==> src/rtl/hdmi_pkg.sv <==
// Shared types and constants for the HDMI period sequencer.
package hdmi_pkg;

    typedef enum logic [2:0] {
        MODE_CTRL      = 3'd0,
        MODE_VIDEO     = 3'd1,
        MODE_VIDEO_GB  = 3'd2,
        MODE_ISLAND    = 3'd3,
        MODE_ISLAND_GB = 3'd4
    } mode_t;

    typedef enum logic [2:0] {
        ST_CTRL  = 3'd0,
        ST_IPRE  = 3'd1,
        ST_ILGB  = 3'd2,
        ST_IDATA = 3'd3,
        ST_ITGB  = 3'd4
    } state_t;

    localparam logic [3:0] CTL_NONE       = 4'b0000;
    localparam logic [3:0] CTL_VIDEO_PRE  = 4'b0001;
    localparam logic [3:0] CTL_ISLAND_PRE = 4'b0101;

    localparam int PREAMBLE_LEN    = 8;
    localparam int GUARD_LEN       = 2;
    localparam int PACKET_LEN      = 32;
    localparam int MAX_ISLAND_PKTS = 18;

    // Packets that fit between island start and the video preamble.
    function automatic int calc_max_pkts(
        input int istart,
        input int vpre_start,
        input int min_ctrl
    );
        int room;
        int n;
        room = vpre_start - min_ctrl
             - (istart + PREAMBLE_LEN + 2 * GUARD_LEN);
        if (room < 0) return 0;
        n = room / PACKET_LEN;
        return (n > MAX_ISLAND_PKTS) ? MAX_ISLAND_PKTS : n;
    endfunction

endpackage

==> src/rtl/hdmi_timing_window.sv <==
// Combinational decode of pixel position into raster windows.
module hdmi_timing_window
    import hdmi_pkg::*;
#(
    parameter int BIT_WIDTH  = 10,
    parameter int BIT_HEIGHT = 10,
    parameter int H_ACTIVE   = 640,
    parameter int H_FRONT    = 16,
    parameter int H_SYNC     = 96,
    parameter int H_TOTAL    = 800,
    parameter int V_ACTIVE   = 480,
    parameter int V_FRONT    = 10,
    parameter int V_SYNC     = 2,
    parameter int V_TOTAL    = 525
) (
    input  logic [BIT_WIDTH-1:0]  cx,
    input  logic [BIT_HEIGHT-1:0] cy,
    output logic                  in_range,
    output logic                  active,
    output logic                  next_active,
    output logic                  hsync_on,
    output logic                  vsync_on,
    output logic                  vpre,
    output logic                  vgb
);

    localparam int XW = BIT_WIDTH + 1;
    localparam int YW = BIT_HEIGHT + 1;

    localparam logic [XW-1:0] X_ACT  = XW'(H_ACTIVE);
    localparam logic [XW-1:0] X_TOT  = XW'(H_TOTAL);
    localparam logic [XW-1:0] X_HS0  = XW'(H_ACTIVE + H_FRONT);
    localparam logic [XW-1:0] X_HS1  = XW'(H_ACTIVE + H_FRONT + H_SYNC);
    localparam logic [XW-1:0] X_VP0  = XW'(H_TOTAL - 10);
    localparam logic [XW-1:0] X_VP1  = XW'(H_TOTAL - 3);
    localparam logic [XW-1:0] X_GB0  = XW'(H_TOTAL - 2);
    localparam logic [YW-1:0] Y_ACT  = YW'(V_ACTIVE);
    localparam logic [YW-1:0] Y_TOT  = YW'(V_TOTAL);
    localparam logic [YW-1:0] Y_VS0  = YW'(V_ACTIVE + V_FRONT);
    localparam logic [YW-1:0] Y_VS1  = YW'(V_ACTIVE + V_FRONT + V_SYNC);

    logic [XW-1:0] x;
    logic [YW-1:0] y;
    logic [YW-1:0] y_inc;
    logic [YW-1:0] y_next;

    always_comb begin
        x      = {1'b0, cx};
        y      = {1'b0, cy};
        y_inc  = y + YW'(1);
        y_next = (y_inc == Y_TOT) ? '0 : y_inc;
    end

    assign in_range    = (x < X_TOT) && (y < Y_TOT);
    assign next_active = in_range && (y_next < Y_ACT);
    assign active      = in_range && (x < X_ACT) && (y < Y_ACT);
    assign hsync_on    = (x >= X_HS0) && (x < X_HS1);
    assign vsync_on    = (y >= Y_VS0) && (y < Y_VS1);
    assign vpre        = in_range && (x >= X_VP0) && (x <= X_VP1);
    assign vgb         = in_range && (x >= X_GB0);

endmodule

==> src/rtl/hdmi_period_sequencer.sv <==
// Classifies each pixel into an HDMI period and schedules data islands
// in horizontal blanking, pacing the packet assembler.
module hdmi_period_sequencer
    import hdmi_pkg::*;
#(
    parameter int   BIT_WIDTH  = 10,
    parameter int   BIT_HEIGHT = 10,
    parameter int   H_ACTIVE   = 640,
    parameter int   H_FRONT    = 16,
    parameter int   H_SYNC     = 96,
    parameter int   H_TOTAL    = 800,
    parameter int   V_ACTIVE   = 480,
    parameter int   V_FRONT    = 10,
    parameter int   V_SYNC     = 2,
    parameter int   V_TOTAL    = 525,
    parameter logic SYNC_POL   = 1'b0,
    parameter int   ISLAND_GAP = 4,
    parameter int   MIN_CTRL   = 4
) (
    input  logic                  clk,
    input  logic                  reset,
    input  logic [BIT_WIDTH-1:0]  cx,
    input  logic [BIT_HEIGHT-1:0] cy,
    input  logic                  packet_valid,
    output logic [2:0]            mode,
    output logic [3:0]            ctl,
    output logic                  hsync,
    output logic                  vsync,
    output logic                  packet_start,
    output logic [4:0]            packet_slot,
    output logic                  island_first
);

    localparam int ISTART     = H_ACTIVE + ISLAND_GAP;
    localparam int VPRE_START = H_TOTAL - 10;
    localparam int MAX_PKTS   =
        calc_max_pkts(ISTART, VPRE_START, MIN_CTRL);

    localparam logic [BIT_WIDTH:0] X_ISTART =
        (BIT_WIDTH + 1)'(ISTART);
    localparam logic [5:0] MAX_P      = 6'(MAX_PKTS);
    localparam logic       ISLANDS_ON = (MAX_PKTS > 0);
    localparam logic [2:0] PRE_LAST   = 3'(PREAMBLE_LEN - 1);
    localparam logic [2:0] GB_LAST    = 3'(GUARD_LEN - 1);
    localparam logic [4:0] SLOT_LAST  = 5'(PACKET_LEN - 1);

    logic in_range;
    logic active;
    logic next_active;
    logic hsync_on;
    logic vsync_on;
    logic vpre_win;
    logic vgb_win;
    logic island_go;
    logic more_pkts;

    state_t     state;
    logic [2:0] cnt;
    logic [4:0] slot;
    logic [4:0] pkt_count;

    hdmi_timing_window #(
        .BIT_WIDTH  (BIT_WIDTH),
        .BIT_HEIGHT (BIT_HEIGHT),
        .H_ACTIVE   (H_ACTIVE),
        .H_FRONT    (H_FRONT),
        .H_SYNC     (H_SYNC),
        .H_TOTAL    (H_TOTAL),
        .V_ACTIVE   (V_ACTIVE),
        .V_FRONT    (V_FRONT),
        .V_SYNC     (V_SYNC),
        .V_TOTAL    (V_TOTAL)
    ) u_window (
        .cx          (cx),
        .cy          (cy),
        .in_range    (in_range),
        .active      (active),
        .next_active (next_active),
        .hsync_on    (hsync_on),
        .vsync_on    (vsync_on),
        .vpre        (vpre_win),
        .vgb         (vgb_win)
    );

    assign island_go = ISLANDS_ON && in_range && packet_valid
                    && ({1'b0, cx} == X_ISTART);
    assign more_pkts = packet_valid
                    && (({1'b0, pkt_count} + 6'd1) < MAX_P);

    always_ff @(posedge clk) begin
        if (reset) begin
            state        <= ST_CTRL;
            cnt          <= '0;
            slot         <= '0;
            pkt_count    <= '0;
            mode         <= MODE_CTRL;
            ctl          <= CTL_NONE;
            hsync        <= ~SYNC_POL;
            vsync        <= ~SYNC_POL;
            packet_start <= 1'b0;
            packet_slot  <= '0;
            island_first <= 1'b0;
        end else begin
            hsync        <= hsync_on ? SYNC_POL : ~SYNC_POL;
            vsync        <= vsync_on ? SYNC_POL : ~SYNC_POL;
            mode         <= MODE_CTRL;
            ctl          <= CTL_NONE;
            packet_start <= 1'b0;
            packet_slot  <= '0;
            island_first <= 1'b0;
            unique case (state)
                ST_CTRL: begin
                    // The start cycle itself is the first preamble cycle.
                    if (island_go) begin
                        ctl   <= CTL_ISLAND_PRE;
                        state <= ST_IPRE;
                        cnt   <= 3'd1;
                    end else if (active) begin
                        mode <= MODE_VIDEO;
                    end else if (vpre_win && next_active) begin
                        ctl <= CTL_VIDEO_PRE;
                    end else if (vgb_win && next_active) begin
                        mode <= MODE_VIDEO_GB;
                    end
                end
                ST_IPRE: begin
                    ctl <= CTL_ISLAND_PRE;
                    if (cnt == PRE_LAST) begin
                        state <= ST_ILGB;
                        cnt   <= '0;
                    end else begin
                        cnt <= cnt + 3'd1;
                    end
                end
                ST_ILGB: begin
                    mode <= MODE_ISLAND_GB;
                    if (cnt == GB_LAST) begin
                        state     <= ST_IDATA;
                        cnt       <= '0;
                        slot      <= '0;
                        pkt_count <= '0;
                    end else begin
                        cnt <= cnt + 3'd1;
                    end
                end
                ST_IDATA: begin
                    mode         <= MODE_ISLAND;
                    packet_slot  <= slot;
                    packet_start <= (slot == 5'd0);
                    island_first <= (slot == 5'd0)
                                 && (pkt_count == 5'd0);
                    if (slot != SLOT_LAST) begin
                        slot <= slot + 5'd1;
                    end else if (more_pkts) begin
                        slot      <= '0;
                        pkt_count <= pkt_count + 5'd1;
                    end else begin
                        slot  <= '0;
                        state <= ST_ITGB;
                        cnt   <= '0;
                    end
                end
                ST_ITGB: begin
                    mode <= MODE_ISLAND_GB;
                    if (cnt == GB_LAST) begin
                        state     <= ST_CTRL;
                        cnt       <= '0;
                        pkt_count <= '0;
                    end else begin
                        cnt <= cnt + 3'd1;
                    end
                end
                default: begin
                    state <= ST_CTRL;
                end
            endcase
        end
    end

endmodule
==> config.mk <==
export PLATFORM = sky130hd
export DESIGN_NAME = hdmi_period_sequencer
export DESIGN_NICKNAME = d
export VERILOG_FILES = /design/src/rtl/hdmi_pkg.sv /design/src/rtl/hdmi_timing_window.sv /design/src/rtl/hdmi_period_sequencer.sv
export SDC_FILE = /design/constraint.sdc
export NUM_CORES = 1
export LEC_CHECK = 0
export ABC_AREA = 1
export CORE_MARGIN = 2
export CORE_UTILIZATION = 40
export DETAILED_ROUTE_END_ITERATION = 12
export GPL_ROUTABILITY_DRIVEN = 0
export PLACE_DENSITY = 0.77
export SYNTH_ARGS = -nofsm -noshare
export SYNTH_HDL_FRONTEND = slang
export SYNTH_SLANG_ARGS = --single-unit
==> constraint.sdc <==
create_clock -name clk -period 2.9 [get_ports clk]
set_clock_uncertainty 0.15 [all_clocks]
set_input_delay 0.29 -clock clk [delete_from_list [all_inputs] [get_ports clk]]
set_output_delay 0.29 -clock clk [all_outputs]
set_load 0.03 [all_outputs]
==> flow_summary.yaml <==
yosys:
  syn-cell-area_mm2: 0.00174
  synth.area.top_cells: "dfxtp_1 35%, nand2_1 13%, inv_1 8.2%, nor2_1 7.8%, ha_1 5.8%"
  synth_seq_area_share_pct: 34.6
  synth.ff_latch_count: 30
  synth.distinct_cells: 29
  avgSynthCellArea_um2: 6.75
  netlist.area_leader.share_pct: 34.6
  synth_area_leader_cell: "dfxtp_1"
  synthCells: 257
  synth_warnings: 0
routing:
  ant_nets: 0
  wl_per_cell_um: 10.2
  vias_per_cell: 4.73
  post-route-drc-count: 0
  drt_iter0_drc: 92
  firstDrtPassIters: 4
  num_vias: 1645
  routed_wl_um: 3550
power:
  power_density_mw_per_mm2: 554
  power.leakage_nw: 0.986
  ir_drop_v: 0.000338
  power_mw: 1.24
timing:
  fin_setup_tns_ns: 0
  rsz0062_at_grt: "no"
  slew_viol_final: 0
  hold_viol: 0
  finalSetupViolCount: 0
  final.period_utilization_pct: 68.2
  fmax_mhz: 506
  period_minus_slack_ns: 1.98
  max-slew-margin-rel_pct: 52.4
  worst_pin_slew_ns: 0.711
worst_setup_path:
  crit_required_ns: 2.93
  slowest_stage: "nor3_2"
  cp-end-kind: "register"
  crit_arrival_ns: 2.01
  cp-start-kind: "register"
  worstPathMaxFanout: 11
  cp_common_cell: "nand2_1"
  path_cells: "inv_2 -> nor3_2 -> nand2_1 -> o21ai_0 -> nor2_1 -> nand3_2 -> nand2_1 -> nand2_1 -> nor2_1"
  cpPeakStageDelay_ns: 0.55
  path_buf_inv: 1
  path_class: "reg2reg"
  cpLargestDelayFamily: "simple AND/OR/NAND/NOR gates"
finish:
  area_growth_pct: 29.3
  n_antenna_cell: 0
  fin_area_mm2: 0.00224
  nNetsFinal: 328
  layout-drive-gt1-share_pct: 11.1
grt:
  grt_usage_pct: 16.1
  grt_max_degree: 16
  grt_pass1_vias: 1543
  antenna_found_initial: 0
  grt_overflow: 0
  grt_first_pass_wirelength_um: 6470
clock_tree:
  cts_root_buf: "clkbuf_8"
  ctsResizeCount: 0
  clk_latency_ns: 0.29
  cts_tree: "yes"
  postCtsSetupRepairBufs: 0
  hold_buffers: 0
  clk_pin_slew_ns: 0.07
  cts.sinks: 30
  cts_inserted_buffers: 5
  htreeDepth: 2
  ctsLongestPathBuffers: 2
job:
  drv_cap: 0
placement:
  port_buffers: 36
  place.detailed.hpwl_um: 2800
  placed_cell_area_mm2: 0.00214
floorplan:
  die_x_um: 69.9
  ios: 39
  fp.dieH_um: 69.9
  rows: 23
  core-area_mm2: 0.00409
  start_util_pct: 42.5
  design.die.area_mm2: 0.00488
run_status:
  status: "finished, final reports clean"
min_path:
  hp-class: "reg2reg"
==> synth_stat cells <==
library cell,number
nor4_1,1
a21oi_1,11
nand3_2,5
nand3b_1,1
buf_1,1
inv_1,38
buf_6,1
buf_4,2
o31ai_1,1
nor3_2,3
xor2_1,3
xnor2_1,2
nor2_2,3
nand2_2,6
a21oi_2,2
o21ai_1,1
conb_1,1
clkbuf_1,1
nand3_1,13
dfxtp_1,30
nor2_1,36
ha_1,8
a211oi_1,1
inv_2,5
o21ai_0,6
nand2_1,58
nor3_1,5
nor3b_1,1
nand4_1,11
==> cell type report <==
| type | instances | area [um2] |
|---|---|---|
| clock buffer | 5 | 68.8 |
| timing repair buffer | 37 | 368 |
| clock inverter | 3 | 40.0 |
| fill | 395 | 1840 |
| multi-input combinational | 180 | 943 |
| sequential | 30 | 601 |
| tap | 50 | 62.6 |
| inverter | 43 | 161 |
==> worst reg2reg max path: stages, from the launching register on <==
cell     delay [ns]
dfxtp_1        0.41
inv_2          0.08
nor3_2         0.55
nand2_1        0.21
o21ai_0        0.14
nor2_1         0.10
nand3_2        0.10
nand2_1        0.06
nand2_1        0.05
nor2_1         0.04
==> stage by stage <==
stage | hold WS [ns] | setup slack, ns | std cells | util (%)
2_1_floorplan | 0.246 | 1.23 | 258 | -
3_3_place_gp | 0.300 | 0.952 | 340 | 52.3
3_5_place_dp | 0.313 | 0.951 | 340 | 52.3
4_1_cts | 0.323 | 0.936 | 348 | 54.9
5_1_grt | 0.345 | 0.658 | 348 | 54.9
6_report | 0.319 | 0.923 | 348 | 54.9
==> cells by family (layout without fill, tap and decap cells) <==
family | Yosys count | after routing | share of synthesized area (%)
and+or+nand+nor | 143 | 143 | 38.6
buffers and inverters | 48 | 88 | 11.2
DFF | 30 | 30 | 34.6
AOI/OAI and AO/OA | 22 | 22 | 7.07
adders and majority gates | 8 | 8 | 5.77
xor gates and xnor gates | 5 | 5 | 2.52
other | 1 | 2 | 0.216
==> worst paths after layout <==
check                start  endpoint  slack [ns]  cells after the start
hold reg to reg    slot[3]   slot[3]        0.32                      2
hold / removal     slot[3]   slot[3]        0.32                      2
setup reg to reg  state[1]  state[0]        0.92                      9
setup / recovery  state[1]  state[0]        0.92                      9
==> registers in the layout (all words and copies together), names as in the netlist <==
signal / count
packet_start: 1
state: 3
pkt_count: 5
mode: 3
island_first: 1
packet_slot: 5
slot: 5
vsync: 1
hsync: 1
ctl: 2
cnt: 3
==> per-layer routing <==
| layer | track usage [%] | share of wire (%) |
|---|---|---|
| met1 | 19.5 | 47 |
| met3 | 4.76 | 4.4 |
| met2 | 27.3 | 47 |
| met4 | 4.91 | 1.4 |
| met5 | 0 | 0 |
==> layout by cell type, fill, tap and decap left out <==
| cell | n |
|---|---|
| nand3b_1 | 1 |
| nand4_1 | 11 |
| inv_2 | 5 |
| clkbuf_8 | 5 |
| nor3b_1 | 1 |
| buf_4 | 1 |
| o21ai_1 | 1 |
| a21oi_1 | 11 |
| xor2_1 | 3 |
| dfxtp_1 | 30 |
| a21oi_2 | 2 |
| nand2_1 | 58 |
| bufinv_16 | 1 |
| clkinv_2 | 2 |
| conb_1 | 2 |
| xnor2_1 | 2 |
| o31ai_1 | 1 |
| nor4_1 | 1 |
| nand3_1 | 13 |
| nand2_2 | 6 |
| inv_1 | 38 |
| nor2_2 | 3 |
| o21ai_0 | 6 |
| nand3_2 | 5 |
| a211oi_1 | 1 |
| clkdlybuf4s50_1 | 36 |
| nor3_2 | 3 |
| ha_1 | 8 |
| nor3_1 | 5 |
| nor2_1 | 36 |
==> power by group <==
group	internal (mW)	switching, mW
clock	0.252	0.163
combinational	0.137	0.223
sequential	0.446	0.0222
(Power assumes the default switching activity.)
